## src/rtl/clock_div_ctrl_if.sv

```systemverilog
// Configuration and status bundle for clock_div_ctrl.
// The master side (register/config logic) offers new half-period counts
// over a valid/ready handshake and drives the run enable; the slave side
// (the divider) returns the divided clock, its rise tick and status.
interface clock_div_ctrl_if #(
    parameter int CNT_W = 25
);
    logic             en_in;
    logic             cfg_valid_in;
    logic [CNT_W-1:0] cfg_half_in;
    logic             cfg_ready_out;
    logic             clk_out;
    logic             tick_out;
    logic             busy_out;
    logic [CNT_W-1:0] half_out;

    modport master (
        output en_in,
        output cfg_valid_in,
        output cfg_half_in,
        input  cfg_ready_out,
        input  clk_out,
        input  tick_out,
        input  busy_out,
        input  half_out
    );

    modport slave (
        input  en_in,
        input  cfg_valid_in,
        input  cfg_half_in,
        output cfg_ready_out,
        output clk_out,
        output tick_out,
        output busy_out,
        output half_out
    );
endinterface

```

## src/rtl/clock_div_ctrl.sv

```systemverilog
// Runtime-programmable clock divider with glitch-free start/stop.
// clk_out has a period of 2*(half_out+1) clk_in cycles at 50% duty.
// New half-period counts are parked in a shadow register and only take
// effect on a 1->0 edge of clk_out, so a ratio change never produces a
// runt pulse. While stopped (IDLE) a new count is written straight into
// the active register because no output phase is in progress.
module clock_div_ctrl #(
    parameter int               CNT_W      = 25,
    parameter logic [CNT_W-1:0] RESET_HALF = CNT_W'(25_000_000 - 1)
) (
    input  logic                   clk_in,
    input  logic                   rst_in,
    clock_div_ctrl_if.slave        bus
);

    typedef enum logic [1:0] {
        IDLE  = 2'd0,
        RUN   = 2'd1,
        DRAIN = 2'd2
    } state_t;

    state_t           state, state_nxt;
    logic [CNT_W-1:0] count, count_nxt;
    logic [CNT_W-1:0] half, half_nxt;
    logic [CNT_W-1:0] shadow, shadow_nxt;
    logic             pending, pending_nxt;
    logic             clk_q, clk_nxt;
    logic             tick_q, tick_nxt;

    logic             accept;
    logic             at_half;

    // A config is taken only while nothing is waiting to be applied.
    assign accept  = bus.cfg_valid_in && !pending;
    assign at_half = (count == half);

    // Next-state and datapath decode for the IDLE/RUN/DRAIN controller.
    always_comb begin
        // NOTE: every signal gets its hold value first so no path through
        // the case statement can leave one unassigned and infer a latch.
        state_nxt   = state;
        count_nxt   = count;
        half_nxt    = half;
        shadow_nxt  = shadow;
        pending_nxt = pending;
        clk_nxt     = clk_q;
        tick_nxt    = 1'b0;

        case (state)
            IDLE: begin
                count_nxt = '0;
                clk_nxt   = 1'b0;
                if (accept) begin
                    half_nxt = bus.cfg_half_in;
                end
                if (bus.en_in) begin
                    state_nxt = RUN;
                end
            end

            RUN, DRAIN: begin
                // Shared counting: toggle at the terminal count, and on a
                // falling toggle promote any parked ratio so the new low
                // phase already uses it.
                if (at_half) begin
                    count_nxt = '0;
                    clk_nxt   = !clk_q;
                    tick_nxt  = !clk_q;
                    if (clk_q && pending) begin
                        half_nxt    = shadow;
                        pending_nxt = 1'b0;
                    end
                end else begin
                    count_nxt = count + CNT_W'(1);
                end

                if (accept) begin
                    shadow_nxt  = bus.cfg_half_in;
                    pending_nxt = 1'b1;
                end

                if (state == RUN) begin
                    if (!bus.en_in) begin
                        state_nxt = DRAIN;
                    end
                end else if (bus.en_in) begin
                    // Re-enabled before the drain finished: keep counting.
                    state_nxt = RUN;
                end else if (!clk_q || at_half) begin
                    // Stopping: either the output is already low, or this
                    // edge is the 1->0 toggle. Hold the output low, and make
                    // sure no ratio is left parked since IDLE never applies
                    // the shadow register.
                    state_nxt = IDLE;
                    count_nxt = '0;
                    clk_nxt   = 1'b0;
                    tick_nxt  = 1'b0;
                    if (accept) begin
                        half_nxt    = bus.cfg_half_in;
                        shadow_nxt  = shadow;
                        pending_nxt = 1'b0;
                    end else if (pending) begin
                        half_nxt    = shadow;
                        pending_nxt = 1'b0;
                    end
                end
            end

            default: begin
                state_nxt = IDLE;
                count_nxt = '0;
                clk_nxt   = 1'b0;
            end
        endcase
    end

    // State and datapath registers; reset stops the output immediately.
    always_ff @(posedge clk_in or posedge rst_in) begin
        if (rst_in) begin
            state   <= IDLE;
            count   <= '0;
            half    <= RESET_HALF;
            shadow  <= '0;
            pending <= 1'b0;
            clk_q   <= 1'b0;
            tick_q  <= 1'b0;
        end else begin
            // NOTE: non-blocking assignments so every register samples the
            // pre-edge values computed above, independent of statement order.
            state   <= state_nxt;
            count   <= count_nxt;
            half    <= half_nxt;
            shadow  <= shadow_nxt;
            pending <= pending_nxt;
            clk_q   <= clk_nxt;
            tick_q  <= tick_nxt;
        end
    end

    assign bus.cfg_ready_out = !pending;
    assign bus.busy_out      = pending;
    assign bus.half_out      = half;
    assign bus.clk_out       = clk_q;
    assign bus.tick_out      = tick_q;

    // Structural invariants of the divider.
    always_ff @(posedge clk_in) begin
        if (!rst_in) begin
            assert (count <= half)
                else $error("count exceeded active half-period");
            assert (!tick_q || clk_q)
                else $error("tick asserted while clk_out low");
            assert (!(state == IDLE && pending))
                else $error("config parked while stopped");
            assert (!(state == IDLE && clk_q))
                else $error("clk_out high while stopped");
        end
    end

endmodule
```

## src/flat_wrapper.sv

```systemverilog
// flat-port wrapper written by rule: the top's interface ports become plain ports
module clock_div_ctrl_flat 
#(
    parameter int               CNT_W      = 25,
    parameter logic [CNT_W-1:0] RESET_HALF = CNT_W'(25_000_000 - 1)
)
  (clk_in, rst_in, bus_en_in, bus_cfg_valid_in, bus_cfg_half_in, bus_cfg_ready_out, bus_clk_out, bus_tick_out, bus_busy_out, bus_half_out);
  clock_div_ctrl_if #(.CNT_W(CNT_W)) bus_i ();
  input  logic clk_in;
  input  logic rst_in;
  input wire logic [$bits(bus_i.en_in)-1:0] bus_en_in;
  input wire logic [$bits(bus_i.cfg_valid_in)-1:0] bus_cfg_valid_in;
  input wire logic [$bits(bus_i.cfg_half_in)-1:0] bus_cfg_half_in;
  output wire logic [$bits(bus_i.cfg_ready_out)-1:0] bus_cfg_ready_out;
  output wire logic [$bits(bus_i.clk_out)-1:0] bus_clk_out;
  output wire logic [$bits(bus_i.tick_out)-1:0] bus_tick_out;
  output wire logic [$bits(bus_i.busy_out)-1:0] bus_busy_out;
  output wire logic [$bits(bus_i.half_out)-1:0] bus_half_out;
  assign bus_i.en_in = bus_en_in;
  assign bus_i.cfg_valid_in = bus_cfg_valid_in;
  assign bus_i.cfg_half_in = bus_cfg_half_in;
  assign bus_cfg_ready_out = bus_i.cfg_ready_out;
  assign bus_clk_out = bus_i.clk_out;
  assign bus_tick_out = bus_i.tick_out;
  assign bus_busy_out = bus_i.busy_out;
  assign bus_half_out = bus_i.half_out;
  clock_div_ctrl #(.CNT_W(CNT_W), .RESET_HALF(RESET_HALF)) u_core (.clk_in(clk_in), .rst_in(rst_in), .bus(bus_i));
endmodule
```

## config.mk

```make
export PLATFORM = sky130hd
export DESIGN_NAME = clock_div_ctrl_flat
export DESIGN_NICKNAME = d
export VERILOG_FILES = /design/src/rtl/clock_div_ctrl_if.sv /design/src/rtl/clock_div_ctrl.sv /design/src/flat_wrapper.sv
export SDC_FILE = /design/constraint.sdc
export NUM_CORES = 1
export LEC_CHECK = 0
export ABC_AREA = 1
export CAP_MARGIN = 25
export CORE_MARGIN = 2
export CORE_UTILIZATION = 35
export CTS_BUF_LIST = sky130_fd_sc_hd__clkbuf_8
export DETAILED_ROUTE_END_ITERATION = 6
export PLACE_DENSITY = 0.64
export RECOVER_POWER = 25
export SLEW_MARGIN = 20
export SYNTH_ARGS = -nofsm -noshare
export SYNTH_HDL_FRONTEND = slang
export SYNTH_SLANG_ARGS = --single-unit
```

## constraint.sdc

```tcl
create_clock -name clk_in -period 2.7 [get_ports clk_in]
set_input_delay 0.54 -clock clk_in [delete_from_list [all_inputs] [get_ports clk_in]]
set_output_delay 0.54 -clock clk_in [all_outputs]
set_load 0.1 [all_outputs]
```

==> reports/metrics.cfg, run 1 <==
[die]
die_w_um = 127.6
dieArea_um2 = 16280
ios = 58
die_h_um = 127.6
row_count = 45
core_region_area_um2 = 15090
start_util = 0.3543

[drt]
viasPerCell = 5.122
postRouteWirelength_mm = 14.98
vias = 4907
drtIter0Drc = 415
route.detailed.drc = 0
firstDrtPassIters = 5
wl_per_cell_um = 15.63
ant_nets = 0

[power]
combPwrFrac = 0.619
leakagePower_nw = 2.794
power_mw = 8.897
switchingPower_mw = 4.763
power_density_nw_per_um2 = 1396
irDropWorstVdd_mv = 1.165
p_int_mw = 4.134
switching_share = 0.5353
pwr-share-seq = 0.274
clkPwrFrac = 0.108

[critical_path]
crit_path_end_kind = register
critPathRequiredTime_ns = 2.99
cp-start-kind = register
critical_path_class = register to register
path_max_fanout = 9
worstPathArrival_ns = 2.76

[timing]
worst_slew_pin_slew_ns = 1.151
maxSlewViolCount = 0
rsz0062_at_grt = no
fmax_ghz = 0.4055
relSlewSlack = 0.2325
hold_viol = 0
finalCritPeriodShare = 0.9133
whs_ns = 0.5364
final.setup.worst_slack_ns = 0.2342
setup_viol = 0
finClkSkew_ns = 0.01441
min_period_ns = 2.466

[final_layout]
drive_gt1_frac = 0.2182
regArea_um2 = 2078
multiInputGateArea_um2 = 2903
instances_no_fill = 958
fillers = 1539
final_cell_mix = nand2_1, a21oi_1, nor2_1, nand3_1, dfrtp_1
final_util = 0.4225
final_nets = 801
layout_commonest_cell = nand2_1
n_antenna_cell = 0
syn_to_final_growth_pct = 19.24

[clocking]
cts_buffers = 9
cts_buffer_depth = 2
clock-sinks = 80
htree_num_levels = 3
cts_tree = built
clk_pin_slew_worst_paths_ns = 0.07
cts_root_buf = clkbuf_8
clock_latency_ns = 0.38
cts_hold_buf = 0

[global_routing]
grt_util_all_layers = 0.1915
grt_first_pass_wirelength_mm = 24.51
grt_max_degree = 81
grt_overflow = 0
antenna_found_initial = 0
grt_pass1_vias = 4647

[place]
gp_congestion = 0.8548
io_buffers = 57
dp.cells = 942
dp_slack_ns = 0.2135
post-dp-hpwl_mm = 10.02

[logic_synthesis]
yosys_warnings = 0
post_synth_num_cell_types = 37
synth-edff-count = 0
avgSynthCellArea_um2 = 7.530
syn-cell-area_um2 = 5346
yosysSeqAreaShare = 0.3784
ys.flop_type = dfrtp_1
synth_cells = 710
synthArstFlopShare = 1.000
ys_ff_latch = 80
syn_nets = 746

[worst_hold_path]
hold_class = register to register
hp-start = u_core.shadow[18]

[job]
drv_cap = 0

[outcome]
outcome = finished, final reports clean

## per-stage QoR
stage	instance area [um2]	TNS, ns
floorplan	5420	-0.5353
global placement	6172	0
detailed placement	6172	0
CTS	6381	0
global route	6375	0
finish	6375	0
## final cells by class
class / count / share of cell area
Inverter: 67 / 0.04004
Sequential cell: 80 / 0.3260
Clock inverter: 4 / 0.006869
Tap cell: 188 / 0.03690
Timing Repair Buffer: 76 / 0.1089
Clock buffer: 12 / 0.02591
Multi-Input combinational cell: 531 / 0.4553
## routing by layer
| metal | vias up | GRT usage | routed length, um |
|---|---|---|---|
| met1 | 2327 | 0.2740 | 7230 |
| met5 | - | 0 | 0 |
| met3 | 18 | 0.03183 | 761 |
| li1 | 2439 | - | - |
| met2 | 123 | 0.2907 | 6746 |
| met4 | 0 | 0.07175 | 239 |
## kinds of logic (layout without fill, tap and decap cells)
group,Yosys count,in the layout,share of synthesized area
adder cells (fa/ha/maj),7,7,0.01638
multiplexers,48,48,0.1011
flip-flops,80,80,0.3784
AO/OA/AOI/OAI,121,121,0.1161
XOR/XNOR,22,22,0.03604
buffers and inverters,99,159,0.08004
AND/OR/NAND/NOR,333,333,0.2719
## final timing paths
check | end | slack (ns) | cells after the start
worst max-delay path | register | 0.23 | 16
worst min-delay path | u_core.shadow[18] | 0.54 | 1
worst max register to register | register | 0.23 | 16
worst min register to register | u_core.shadow[18] | 0.54 | 1
max in group asynchronous | asynchronous set/reset pin | 0.83 | 3
min in group asynchronous | u_core.count[11] | 1.07 | 3
## worst max-delay path: stages (launching register included)
cell,delay (ns)
dfstp_4,0.66
inv_1,0.06
nand2_1,0.05
nand2_1,0.05
nor2_1,0.12
nand2_1,0.08
nor2_2,0.17
nand3_4,0.11
ha_1,0.20
inv_1,0.07
nand2_2,0.08
inv_1,0.10
a31oi_2,0.10
inv_2,0.11
buf_4,0.17
a21oi_1,0.05
a21oi_1,0.20
## synthesized netlist by cell type, types with 2 or more instances
master / count / area [um2]
nand3_1: 62 / 310.3
nor3_1: 12 / 60.06
inv_2: 14 / 52.55
clkbuf_1: 11 / 41.29
dfstp_2: 17 / 446.7
nor4_1: 2 / 12.51
dfrtp_1: 63 / 1577
buf_4: 4 / 30.03
nor2_4: 2 / 22.52
buf_1: 4 / 15.01
nand4_1: 3 / 18.77
buf_6: 4 / 45.04
o21ai_0: 8 / 40.04
xor2_1: 14 / 122.6
clkinv_1: 2 / 7.510
a31oi_1: 2 / 12.51
nor2_1: 73 / 274.0
ha_1: 7 / 87.58
nor2_2: 2 / 12.51
xnor2_1: 8 / 70.07
mux2_2: 48 / 540.5
nand2_2: 3 / 18.77
nor3_2: 3 / 30.03
o21ai_1: 3 / 15.01
a21oi_1: 105 / 525.5
nand2_1: 165 / 619.3
buf_2: 9 / 45.04
inv_1: 51 / 191.4
## power groups by stage
stage / Combinational (mW) / Sequential [mW] / Clock [mW]
2_1_floorplan: 2.82 / 3.74 / 0
3_3_place_gp: 5.41 / 2.45 / 0
3_5_place_dp: 5.47 / 2.45 / 0
4_1_cts: 5.50 / 2.43 / 0.992
5_1_grt: 5.94 / 2.51 / 1.04
6_report: 5.50 / 2.43 / 0.960
## timing repair
action                     in CTS  in global routing
setup endpoints to repair       0                 12
buffers inserted                0                  0
resized for setup               0                  2
(Power assumes the default switching activity.)
==> run 2, diff against run 1 <==
ABC_AREA = unset   (was 1)
CTS_BUF_LIST = sky130_fd_sc_hd__clkbuf_16   (was sky130_fd_sc_hd__clkbuf_8)
==> run 2 against run 1 <==
  * The flow now finishes with violations (max-capacitance violations, max-slew violations, negative setup slack)
  * Flip-flop and latch count stayed put
  * Maximum frequency is 18% lower
  * Total power is 3.3% higher
  * Via count is 6.6% lower
  * First-iteration DRC count is 48% lower
  * Global-route usage is 0.65 points higher
  * Die area is 2.8% lower
  * Final cell count is 11% lower
  * Synthesized area is 2.9% lower
  * Final area is 8.0% higher
  * Non-clock buffer count is 64 higher
  * Critical path type unchanged
  * Largest power group unchanged
  * Highest routed layer unchanged
==> reports/metrics.cfg, run 2 <==
[clocking]
htree_num_levels = 3  ; unchanged
clk_pin_slew_worst_paths_ns = 0.06  ; about the same
clock_latency_ns = 0.35  ; -0.03 ns
cts_buffers = 9  ; unchanged
cts_tree = built
cts_root_buf = clkbuf_16
clock-sinks = 80  ; unchanged
cts_buffer_depth = 2  ; unchanged

[place]
io_buffers = 57  ; unchanged
post-dp-hpwl_mm = 10.44  ; +4.2%
gp_congestion = 0.8326  ; -2.6%
place_area_um2 = 6465  ; +4.7%

[logic_synthesis]
netlist_top_cells_area = dfrtp_1, dfstp_2, xnor2_1
syn-cell-area_um2 = 5190  ; -2.9%
ys.flop_type = dfrtp_1
avgSynthCellArea_um2 = 9.523  ; +26%
synth_cells = 545  ; -23%
synthArstFlopShare = 1.000  ; unchanged
synth.most_common_cell = dfrtp_1
synthTopCellsByCount = dfrtp_1, nand2_1, xnor2_1, inv_1, nor2_1
yosysSeqAreaShare = 0.3898  ; +0.01140
synth-edff-count = 0  ; unchanged
yosysTopAreaCell = dfrtp_1
ys_ff_latch = 80  ; unchanged
yosys_warnings = 0  ; unchanged
synth_top_area_frac = 0.3038  ; +0.008886
syn_nets = 581  ; -22%
post_synth_num_cell_types = 47  ; +27%

[final_layout]
final_util = 0.4736  ; +0.05110
regArea_um2 = 2063  ; -0.72%
n_antenna_cell = 0  ; unchanged
fillers = 1376  ; -11%
drive_gt1_frac = 0.3313  ; +0.1131
syn_to_final_growth_pct = 32.62
layout_commonest_cell = buf_4
final_nets = 695  ; -13%
final_cell_mix = buf_4, nand2_1, dfrtp_1, inv_1
fin_area_um2 = 6883  ; +8.0%
multiInputGateArea_um2 = 2915  ; +0.43%

[outcome]
violations = max-capacitance violations, max-slew violations, negative setup slack
outcome = finished with violations

[job]
drv_cap = 1  ; +1

[die]
row_count = 44  ; -2.2%
ios = 58  ; unchanged
core_region_area_um2 = 14530  ; -3.7%
die_h_um = 125.8  ; -1.4%
dieArea_um2 = 15820  ; -2.8%
die_w_um = 125.8  ; -1.4%
start_util = 0.3571  ; +0.002782

[timing]
rsz0062_at_grt = yes
min_period_ns = 3.002  ; +0.5363 ns
relSlewSlack = -0.1555  ; -0.3880
fmax_ghz = 0.3331  ; -18%
finClkSkew_ns = 0.006042  ; -0.008368 ns
finalCritPeriodShare = 1.112  ; +0.1986
maxSlewViolCount = 39  ; +39
final.setup.worst_slack_ns = -0.3021  ; -0.5363 ns
worst_slew_pin_slew_ns = 1.731  ; +0.5801 ns
hold_viol = 0  ; unchanged
setup_viol = 24  ; +24

[drt]
drtIter0Drc = 217  ; -48%
postRouteWirelength_mm = 15.16  ; +1.2%
firstDrtPassIters = 5  ; unchanged
ant_nets = 0  ; unchanged
viasPerCell = 5.404  ; +5.5%
route.detailed.drc = 0  ; unchanged
wl_per_cell_um = 17.87  ; +14%
vias = 4583  ; -6.6%

[power]
irDropWorstVdd_mv = 0.5656  ; -51%
leakagePower_nw = 2.938  ; +5.1%
power_mw = 9.190  ; +3.3%
power_density_nw_per_um2 = 1335  ; -4.3%

[global_routing]
grt_max_degree = 40  ; -51%
grtUsageMet2 = 0.3307  ; +0.04003
grt_first_pass_wirelength_mm = 24.83  ; +1.3%
grt-busiest-layer = met2
grt_overflow = 0  ; unchanged
grt.met3_usage = 0.03314  ; +0.001309
antenna_found_initial = 0  ; unchanged
met1_usage = 0.2582  ; -0.01585
grt_pass1_vias = 4743  ; +2.1%
grt_util_all_layers = 0.1979  ; +0.006456

[worst_hold_path]
hold_class = register to register
hp-start = u_core.shadow[14]

[critical_path]
critical_path_class = register to register
worst-r2r-setup-slack_ns = -0.30  ; -0.54 ns
worstPathCellList = xnor2_2 > nand4_1 > nor4_4 > nand2_4 > ha_4 > or3_4 > or3_4 > o211ai_4 > buf_12 > nor3_1 > a211oi_2
worstPathArrival_ns = 3.26  ; +0.50 ns
cp-start-kind = register
critPathRequiredTime_ns = 2.96  ; -0.03 ns
path_max_fanout = 23  ; +14
cpMostUsedCell = or3_4
crit_slowest_cell = dfstp_4
path_buf_inv = 1  ; -4
crit_path_end_kind = register
cpLargestDelayFamily = simple AND/OR/NAND/NOR gates
slowest_delay_ns = 0.64  ; -0.02 ns

==> run 2: repair_timing <==
| action | in CTS | in global routing |
|---|---|---|
| gates cloned | 2 | 1 |
| pin swaps | 4 | 0 |
| gates resized for setup | 7 | 9 |
| buffers inserted | 2 | 0 |
| hold buffers | 0 | 0 |
| setup endpoints to repair | 49 | 50 |
==> run 2: power by group <==
part	internal [mW]	switching, mW	total, mW
Clock	0.606	0.504	1.11
Combinational	2.43	3.64	6.08
Sequential	1.68	0.320	2.00
==> run 2: path summary, 6_finish.rpt <==
path                                              end  depth (start not counted)
max reg2reg                                  register                         11
min in group asynchronous            u_core.count[21]                          2
max in group asynchronous  asynchronous set/reset pin                          2
max                                          register                         11
min                                 u_core.shadow[14]                          1
min reg2reg                         u_core.shadow[14]                          1
==> run 2: stage by stage <==
step	setup TNS, ns	setup slack [ns]	instances	hold slack (ns)
finish	-6.444	-0.3021	848	0.5355
global route	-10.10	-0.4316	848	0.5518
CTS	-6.900	-0.3179	847	0.5358
detailed placement	-8.084	-0.3642	827	0.5201
global placement	-6.081	-0.2886	827	0.5194
floorplan	-21.81	-0.6503	545	0.4897
==> run 2: logic make-up (layout without fill, tap and decap cells) <==
| family | Yosys count | in the layout | synth area share |
|---|---|---|---|
| adder cells (fa/ha/maj) | 7 | 7 | 0.01687 |
| AND/OR/NAND/NOR | 167 | 167 | 0.1531 |
| AO/OA/AOI/OAI | 114 | 114 | 0.1832 |
| XOR/XNOR | 48 | 48 | 0.08100 |
| flip-flops | 80 | 80 | 0.3898 |
| buffers and inverters | 77 | 196 | 0.06943 |
| multiplexers | 52 | 52 | 0.1066 |
==> run 2: layout make-up <==
class | count | area share
Timing Repair Buffer | 140 | 0.1840
Tap cell | 184 | 0.03345
Sequential cell | 80 | 0.2998
Inverter | 40 | 0.02181
Multi-Input combinational cell | 388 | 0.4236
Clock inverter | 7 | 0.004726
Clock buffer | 9 | 0.03272
==> run 2: routing by layer <==
layer	share of wire	vias to the layer above	routed length (um)
li1	-	2156	-
met1	0.46	2267	6896
met2	0.48	132	7243
met3	0.043	28	659
met4	0.023	0	356
met5	0	-	0
==> run 2: worst reg2reg max path: stages, from the launching register on <==
cell and delay [ns]:
dfstp_4 0.64, xnor2_2 0.12, nand4_1 0.16, nor4_4 0.31
nand2_4 0.09, ha_4 0.17, or3_4 0.37, or3_4 0.34
o211ai_4 0.14, buf_12 0.22, nor3_1 0.08, a211oi_2 0.26
==> run 3, diff against run 2 <==
CTS_BUF_LIST = sky130_fd_sc_hd__clkbuf_4   (was sky130_fd_sc_hd__clkbuf_16)
==> run 3 against run 2 <==
  * The flow still finishes with violations (max-capacitance violations, max-slew violations, negative setup slack)
  * Flip-flop and latch count stayed put
  * Combinational power is essentially flat
  * Utilization decreased by 1.1 points
  * Final cell count stayed put
  * Routed wire length grew 0.59%
  * Final area decreased by 2.3%
  * Clock skew increased by 0.0046 ns
  * Count of clock-buffer cells in the layout grew 2
  * Clock power is 42% lower
  * Critical path depth rose by 1
==> reports/metrics.cfg, run 3 (synthesis gave the netlist of run 2 again) <==
[outcome]
outcome = finished with violations
violations = max-capacitance violations, max-slew violations, negative setup slack

[clocking]
cts_buffer_depth = 2  ; unchanged
htree_num_levels = 3  ; unchanged
clk_pin_slew_worst_paths_ns = 0.13  ; +0.07 ns
cts_hold_buf = 0  ; unchanged
cts_buffers = 9  ; unchanged
cts_root_buf = clkbuf_4
clock_latency_ns = 0.45  ; +0.10 ns
cts_tree = built
clock-sinks = 80  ; unchanged

[timing]
maxSlewViolCount = 39  ; unchanged
worst_slew_pin_slew_ns = 2.021  ; +0.2901 ns
hold_viol = 0  ; unchanged
setup_viol = 24  ; unchanged
relSlewSlack = -0.3551  ; -0.1996
min_period_ns = 3.035  ; +0.03321 ns
final.setup.worst_slack_ns = -0.3353  ; -0.03321 ns
rsz0062_at_grt = yes
setup_tns_ns = -7.110  ; -0.6663 ns
finalCritPeriodShare = 1.124  ; +0.01230
fmax_ghz = 0.3295  ; -1.1%
finClkSkew_ns = 0.01062  ; +0.004580 ns

[final_layout]
syn_to_final_growth_pct = 29.63
fillers = 1395  ; +1.4%
regArea_um2 = 2063  ; unchanged
fin_area_um2 = 6728  ; -2.3%
layout_commonest_cell = buf_4
drive_gt1_frac = 0.3343  ; +0.003012
final_nets = 695  ; unchanged
multiInputGateArea_um2 = 2909  ; -0.21%
final_cell_mix = buf_4, nand2_1, dfrtp_1, inv_1
n_antenna_cell = 0  ; unchanged

[critical_path]
r2r_cells = 12  ; +1
cpMostUsedCell = or3_4
worstPathCellList = xnor2_2 > nand4_1 > nor4_4 > nand2_4 > ha_4 > or3_4 > or3_4 > o211ai_4 > buf_12 > buf_16 > nor3_1 > a211oi_2
path_max_fanout = 6  ; -74%
crit_slowest_cell = dfstp_4
critPathRequiredTime_ns = 3.07  ; +0.11 ns
crit_path_end_kind = register
worst-r2r-setup-slack_ns = -0.34  ; -0.03 ns
cp-start-kind = register
worstPathArrival_ns = 3.40  ; +0.14 ns
slowest_delay_ns = 0.66  ; +0.02 ns
critical_path_class = register to register

[power]
irDropWorstVdd_mv = 0.5588  ; -1.2%
power_density_nw_per_um2 = 1299  ; -2.7%
leakagePower_nw = 2.857  ; -2.7%

[global_routing]
grt_overflow = 0  ; unchanged
antenna_found_initial = 0  ; unchanged
grt_util_all_layers = 0.1966  ; -0.001354
grt_first_pass_wirelength_mm = 24.81  ; -0.11%
grt_pass1_vias = 4719  ; -0.51%
grt_max_degree = 40  ; unchanged

[worst_hold_path]
min_to = u_core.shadow[11]
hold_class = register to register
hp-start = u_core.shadow[11]
min_path_cells = 1  ; unchanged

[die]
die_w_um = 125.8  ; unchanged
ios = 58  ; unchanged
core_region_area_um2 = 14530  ; unchanged
die_h_um = 125.8  ; unchanged
start_util = 0.3571  ; unchanged
dieArea_um2 = 15820  ; unchanged
row_count = 44  ; unchanged

[drt]
drtIter0Drc = 298  ; +37%
viasPerCell = 5.500  ; +1.8%
route.detailed.drc = 0  ; unchanged
ant_nets = 0  ; unchanged
wl_per_cell_um = 17.98  ; +0.59%
postRouteWirelength_mm = 15.24  ; +0.59%
vias = 4664  ; +1.8%
firstDrtPassIters = 5  ; unchanged

[place]
gp_congestion = 0.8326  ; unchanged
post-dp-hpwl_mm = 10.44  ; unchanged
place_area_um2 = 6465  ; unchanged
io_buffers = 57  ; unchanged

[job]
drv_cap = 1  ; unchanged

[run 3: cell types whose count changed in the layout (fill, tap and decap cells not counted), sizes merged]
cell / before / now
inv: 42 / 39
clkbuf: 9 / 11
clkinvlp: 1 / 2
[run 3: worst max-delay path by stage]
| stage | to | cells past startpoint |
|---|---|---|
| 5_1_grt | register | 11 |
| 6_report | register | 12 |
| 4_1_cts | register | 12 |
| 2_1_floorplan | register | 14 |
| 3_5_place_dp | register | 12 |
| 3_3_place_gp | register | 12 |
[run 3: repair_timing]
item / 4_1_cts / 5_1_grt
endpoints found under the setup margin: 50 / 50
gates resized for setup: 9 / 6
buffers inserted: 2 / 0
pin swaps: 1 / 1
gates cloned: 2 / 1
[run 3: where the power goes]
group | leakage, nW | switching, mW | internal, mW | total [mW]
Clock | 0.0617 | 0.441 | 0.201 | 0.642
Sequential | 0.990 | 0.322 | 1.68 | 2.00
Combinational | 1.81 | 3.66 | 2.44 | 6.10
Total | 2.86 | 4.42 | 4.32 | 8.74
[run 3: through the flow]
stage | instances | power (mW) | utilization | worst slack [ns] | hold WS (ns)
6_report | 848 | 8.739 | 0.4629 | -0.3353 | 0.5544
5_1_grt | 848 | 9.255 | 0.4629 | -0.4538 | 0.5683
4_1_cts | 847 | 8.643 | 0.4604 | -0.3299 | 0.5335
3_5_place_dp | 827 | 7.671 | 0.4448 | -0.3642 | 0.5201
3_3_place_gp | 827 | 7.490 | 0.4448 | -0.2886 | 0.5194
2_1_floorplan | 545 | 6.224 | - | -0.6503 | 0.4897
[run 3: layout make-up]
cell class,instances,area share
Multi-Input combinational cell,388,0.4324
Sequential cell,80,0.3067
Timing Repair Buffer,140,0.1882
Tap cell,184,0.03422
Inverter,40,0.02250
Clock buffer,11,0.01227
Clock inverter,5,0.003720
[run 3: per-layer routing]
layer	GRT usage	vias to the layer above	share of wire
met5	0	-	0
met4	0.07240	0	0.019
met3	0.02634	24	0.044
met2	0.3246	149	0.48
met1	0.2649	2336	0.46
li1	-	2155	-
[run 3: critical path, delay by kind of cell (launching register included)]
family	cells	cell delay [ns]
fa+ha+maj	1	0.17
xor+xnor	1	0.12
compound gates	2	0.36
buf+inv	2	0.30
simple gates	6	1.33
flops	1	0.66
